$ cat config.mk
export PLATFORM = sky130hd
export DESIGN_NAME = vend_controller
export DESIGN_NICKNAME = d
export VERILOG_FILES = /design/src/rtl/vend_controller.sv
export SDC_FILE = /design/constraint.sdc
export NUM_CORES = 1
export LEC_CHECK = 0
export BUFFER_PORTS_ARGS = -buffer_cell sky130_fd_sc_hd__buf_4
export CORE_MARGIN = 5
export CORE_UTILIZATION = 50
export DETAILED_ROUTE_END_ITERATION = 6
export PLACE_DENSITY = 0.79
export SLEW_MARGIN = 20
export SYNTH_ARGS = -nofsm -noshare
export SYNTH_HDL_FRONTEND = slang
export SYNTH_SLANG_ARGS = --single-unit
$ cat constraint.sdc
create_clock -name clk_i -period 4.11 [get_ports clk_i]
set_input_delay 0 -clock clk_i [delete_from_list [all_inputs] [get_ports clk_i]]
set_output_delay 0 -clock clk_i [all_outputs]
set_load 0.01 [all_outputs]
$ cat src/rtl/vend_controller.sv
// Vending sequencer: accumulates coin credit, vends on Select once credit covers PRICE, then pays change one coin per cycle.
// Latency: every output is registered and reflects the inputs sampled on the previous rising edge.
// Backpressure: none; coins arriving while busy, in pairs or overflowing MAXCREDIT are returned via CoinReject.
module vend_controller #(
    parameter int PRICE     = 15,
    parameter int MAXCREDIT = 35,
    parameter int CW        = 6
) (
    input  logic          clk_i,
    input  logic          rst_i,
    input  logic          n_i,
    input  logic          d_i,
    input  logic          q_i,
    input  logic          select_i,
    input  logic          cancel_i,
    output logic          vend_o,
    output logic          change_d_o,
    output logic          change_n_o,
    output logic          coin_reject_o,
    output logic [CW-1:0] credit_o,
    output logic          busy_o
);

    typedef enum logic [1:0] {
        S_IDLE   = 2'd0,
        S_CREDIT = 2'd1,
        S_VEND   = 2'd2,
        S_CHANGE = 2'd3
    } state_t;

    localparam logic [CW-1:0] PRICE_C = CW'(PRICE);
    localparam logic [CW:0]   MAX_C   = (CW+1)'(MAXCREDIT);
    localparam logic [CW-1:0] NICKEL  = CW'(5);
    localparam logic [CW-1:0] DIME    = CW'(10);
    localparam logic [CW-1:0] QUARTER = CW'(25);

    state_t        state_q, state_d;
    logic [CW-1:0] credit_q, credit_d;
    logic          vend_q, vend_d;
    logic          chg_d_q, chg_d_d;
    logic          chg_n_q, chg_n_d;
    logic          reject_q, reject_d;
    logic          busy_q, busy_d;

    logic          coin_any;
    logic          coin_multi;
    logic [CW-1:0] coin_val;
    logic [CW:0]   coin_sum;
    logic [CW-1:0] eff_credit;
    logic [CW-1:0] remain;

    // Decode the coin inputs and the tentative post-coin credit.
    always_comb begin
        coin_any   = n_i | d_i | q_i;
        coin_multi = (n_i & d_i) | (n_i & q_i) | (d_i & q_i);
        coin_val   = '0;
        if (n_i)      coin_val = NICKEL;
        else if (d_i) coin_val = DIME;
        else if (q_i) coin_val = QUARTER;
        coin_sum = {1'b0, credit_q} + {1'b0, coin_val};
    end

    // Next-state logic; a change pulse is shown alongside the credit that still includes that coin.
    always_comb begin
        state_d    = state_q;
        credit_d   = credit_q;
        vend_d     = 1'b0;
        chg_d_d    = 1'b0;
        chg_n_d    = 1'b0;
        reject_d   = 1'b0;
        eff_credit = credit_q;
        remain     = '0;
        case (state_q)
            S_IDLE, S_CREDIT: begin
                if (coin_any) begin
                    if (coin_multi || (coin_sum > MAX_C)) reject_d = 1'b1;
                    else                                  eff_credit = coin_sum[CW-1:0];
                end
                if (cancel_i && (eff_credit != '0)) begin
                    // Refund includes a coin accepted in the same cycle.
                    state_d  = S_CHANGE;
                    credit_d = eff_credit;
                    chg_d_d  = (eff_credit >= DIME);
                    chg_n_d  = (eff_credit == NICKEL);
                end else if (!coin_any && !cancel_i && select_i && (credit_q >= PRICE_C)) begin
                    state_d  = S_VEND;
                    credit_d = credit_q - PRICE_C;
                    vend_d   = 1'b1;
                end else begin
                    credit_d = eff_credit;
                    state_d  = (eff_credit == '0) ? S_IDLE : S_CREDIT;
                end
            end
            S_VEND: begin
                reject_d = coin_any;
                if (credit_q != '0) begin
                    state_d = S_CHANGE;
                    chg_d_d = (credit_q >= DIME);
                    chg_n_d = (credit_q == NICKEL);
                end else begin
                    state_d = S_IDLE;
                end
            end
            S_CHANGE: begin
                reject_d = coin_any;
                // Retire the coin being shown this cycle, then queue the next one.
                if (credit_q >= DIME) remain = credit_q - DIME;
                else                  remain = '0;
                credit_d = remain;
                if (remain == '0) begin
                    state_d = S_IDLE;
                end else begin
                    chg_d_d = (remain >= DIME);
                    chg_n_d = (remain == NICKEL);
                end
            end
            default: begin
                state_d  = S_IDLE;
                credit_d = '0;
            end
        endcase
        busy_d = (state_d == S_VEND) || (state_d == S_CHANGE);
    end

    // State and registered outputs; synchronous reset aborts any vend or payout.
    always_ff @(posedge clk_i) begin
        if (rst_i) begin
            state_q  <= S_IDLE;
            credit_q <= '0;
            vend_q   <= 1'b0;
            chg_d_q  <= 1'b0;
            chg_n_q  <= 1'b0;
            reject_q <= 1'b0;
            busy_q   <= 1'b0;
        end else begin
            state_q  <= state_d;
            credit_q <= credit_d;
            vend_q   <= vend_d;
            chg_d_q  <= chg_d_d;
            chg_n_q  <= chg_n_d;
            reject_q <= reject_d;
            busy_q   <= busy_d;
        end
    end

    assign vend_o        = vend_q;
    assign change_d_o    = chg_d_q;
    assign change_n_o    = chg_n_q;
    assign coin_reject_o = reject_q;
    assign credit_o      = credit_q;
    assign busy_o        = busy_q;

endmodule

==> flow_metrics.py <==
metrics = {
    "outcome": {
        "outcome": "completed",
    },
    "clocking": {
        "htreeDepth": 1,
        "ctsResizeCount": 0,
        "worstSkewPairLatency_ns": 0.28,
        "cts_buffer_depth": 2,
        "clkSinkCount": 12,
        "cts_tree": "yes",
        "root_buffer": "clkbuf_4",
        "clkTransAtPathRegs_ns": 0.08,
        "numCtsBuffers": 3,
    },
    "pwr": {
        "seq_power_share_pct": 24.1,
        "ir_drop_uv": 498,
        "p_leak_nw": 0.642,
        "power_density_nw_per_um2": 795,
        "clkPwrFrac_pct": 7.9,
        "switchingPower_mw": 0.672,
        "sw_frac_of_total_pct": 53.0,
        "p_comb_share_pct": 68.1,
        "p_int_mw": 0.597,
    },
    "timing": {
        "clock.fmax_mhz": 337,
        "hold_viol": 0,
        "hold_ws_ns": 0.0618,
        "slew_violations": 0,
        "post-route-period-util_pct": 72.3,
        "skew_ns": 0.000973,
        "setup_viol": 0,
        "relSlewSlack_pct": 42.3,
        "setup_ws_ns": 1.14,
        "final.setup.tns_ns": 0,
        "rsz0062_at_grt": "false",
        "worst_pin_slew_ns": 0.865,
        "fin_crit_ns": 2.97,
    },
    "worst_setup_path": {
        "r2r_cells": 8,
        "r2r-start": "credit_o[3]",
        "cp-start-kind": "flop",
        "critical_path_peak_fanout": 19,
        "end_kind": "flop",
        "worstSetupPathType": "reg2reg",
        "r2r-end": "credit_o[1]",
        "rrSetupSlack_ns": 1.14,
        "arrival_ns": 3.10,
        "worstPathRequired_ns": 4.24,
    },
    "route": {
        "vias_per_cell": 6.52,
        "routed_wl_mm": 3.75,
        "num_vias": 1473,
        "firstDrtPassIters": 4,
        "drc": 0,
        "avgRoutedWirePerCell_um": 16.6,
        "ant_nets": 0,
        "drt_iter0_drc": 93,
    },
    "grt": {
        "antenna_found_initial": 0,
        "grt_pass1_vias": 1382,
        "grt_max_degree": 26,
        "grt_usage_pct": 18.5,
        "grt_overflow": 0,
        "grt_pass1_wl_mm": 6.36,
    },
    "logic_synthesis": {
        "syn_inst": 183,
        "syn_area_um2": 1450,
        "synth_top_flop_cell": "dfxtp_1",
        "synth_cell_type_count": 60,
        "syn_nets": 202,
        "synth_edf_count": 0,
        "syn_area_per_cell_um2": 7.90,
        "yosysSeqAreaShare_pct": 16.6,
        "synth-async-reset-ratio_pct": 0,
        "ys_ff_latch": 12,
        "synth_warnings": 0,
    },
    "floorplan": {
        "die_width_um": 63.8,
        "core_area_um2": 2760,
        "dieArea_um2": 4070,
        "start_util_pct": 52.4,
        "num_io_pins": 18,
        "die-height_um": 63.8,
        "num_rows": 19,
    },
    "layout": {
        "drive_gt1_share_pct": 22.6,
        "antennaDiodeCount": 0,
        "syn2layout_area_growth_pct": 10.5,
        "layout.nets": 215,
    },
    "place": {
        "dp_hpwl_mm": 2.77,
        "io_buffers": 17,
        "place_ws_ns": 1.19,
        "gp_congestion": 0.910,
    },
    "worst_hold_path": {
        "hold_path.class": "in2reg",
        "min-delay-start": "cancel_i",
        "hold_end": "change_d_o",
        "whs_path_depth": 3,
    },
    "flow_run": {
        "drv_cap": 0,
    },
}
[synthesized netlist by cell type, drive strengths merged (2+ instances only)]
library cell / number / share of area [%]
nor4: 2 / 1.9
or2: 4 / 1.9
nor3: 11 / 3.8
a211oi: 2 / 1.0
and3: 2 / 1.3
inv: 9 / 2.3
ha: 11 / 9.5
a21oi: 16 / 7.1
nand2: 15 / 3.9
o221ai: 2 / 1.6
a2111oi: 2 / 2.1
nor3b: 3 / 1.6
nand3: 8 / 2.8
dfxtp: 12 / 17
o311ai: 2 / 2.4
clkbuf: 9 / 3.7
a31oi: 3 / 1.3
o22ai: 2 / 0.87
nor2b: 3 / 1.3
nor2: 17 / 4.6
mux2: 4 / 3.6
a311oi: 3 / 1.8
o211ai: 2 / 1.0
o21ai: 10 / 3.5
a21boi: 2 / 1.0
or3: 3 / 1.3
a21o: 2 / 1.0
xor2: 3 / 1.8
[state kept, by name, indices dropped and copies added, names as in the netlist]
signal / flops
credit_o: 6
state_q: 1
change_d_o: 1
change_n_o: 1
vend_o: 1
coin_reject_o: 1
busy_o: 1
[layer usage]
layer,GRT usage (%),vias to the layer above,wire length [um]
met5,0,-,0
met2,30.7,69,1780
li1,-,712,-
met4,3.90,0,19
met3,3.68,6,323
met1,24.8,686,1630
[per-stage QoR]
stage | std cells | cell area (um^2) | utilization, % | total power, mW
finish | 226 | 1600 | 57.9 | 1.27
global route | 226 | 1600 | 57.9 | 1.37
CTS | 226 | 1600 | 57.9 | 1.25
detailed placement | 221 | 1550 | 56.2 | 1.14
global placement | 221 | 1550 | 56.2 | 1.13
floorplan | 183 | 1450 | - | 0.953
[power groups by stage]
stage	sequential [mW]	clock, mW	combinational, mW
2_1_floorplan	0.236	0	0.717
3_3_place_gp	0.301	0	0.825
3_5_place_dp	0.303	0	0.841
4_1_cts	0.302	0.101	0.850
5_1_grt	0.322	0.108	0.944
6_report	0.305	0.0998	0.864
[critical path, cell delays in order (launching register included)]
cell and delay (ns):
dfxtp_1 0.76, ha_1 0.42, a21oi_1 0.24, and3_2 0.25, o221ai_2 0.16, a21oi_4 0.34
mux2_4 0.36, nor3_1 0.20, a2111oi_2 0.08
[cell type report]
cell class                 instances  area, um^2
clock buffer                       4        36.3
fill                             266        1160
inverter                           9        33.8
multi-input combinational        152        1110
sequential                        12         240
tap                               31        38.8
timing repair buffer              18         138
[cells by family (layout without fill, tap and decap cells)]
family / after synthesis / in the layout / share of synthesized area [%]
compound gates: 57 / 57 / 31.6
fa+ha+maj: 13 / 13 / 11.6
simple gates: 74 / 74 / 27.5
buf+inv: 19 / 31 / 6.58
xor+xnor: 4 / 4 / 2.42
flops: 12 / 12 / 16.6
mux: 4 / 4 / 3.64
[worst max path at each step]
stage                      from     endpoint  slack, ns
floorplan           credit_o[1]       busy_o       1.59
global placement    credit_o[3]  credit_o[1]       1.27
detailed placement  credit_o[3]  credit_o[1]       1.19
CTS                 credit_o[3]  credit_o[1]       1.17
global route        credit_o[3]  credit_o[1]       0.98
finish              credit_o[3]  credit_o[1]       1.14
[layout by cell type (no fill, tap or decap), types with 2 or more instances in the layout]
master / synthesis / final
nand2_1: 15 / 15
or3_1: 3 / 3
a21oi_2: 3 / 3
o21ai_0: 7 / 7
a311oi_1: 3 / 3
dfxtp_1: 12 / 12
mux2_4: 2 / 2
nor3b_1: 3 / 3
a21oi_1: 12 / 12
o22ai_1: 2 / 2
o211ai_1: 2 / 2
or2_1: 2 / 2
nand3_1: 8 / 8
a31oi_1: 3 / 3
o21ai_1: 3 / 3
a2111oi_2: 2 / 2
a211oi_1: 2 / 2
nor3_1: 11 / 11
nor2b_1: 3 / 3
inv_1: 8 / 8
buf_4: 1 / 17
a21o_1: 2 / 2
xor2_1: 3 / 3
ha_1: 11 / 11
a21boi_0: 2 / 2
clkbuf_4: 0 / 3
mux2_2: 2 / 2
nor2_1: 16 / 16
[timing repair]
item / 4_1_cts / 5_1_grt
hold buffers: 1 / 0
setup buffers: 0 / 0
hold endpoints to repair: 2 / 0
Power figures use the tool's default switching activity.
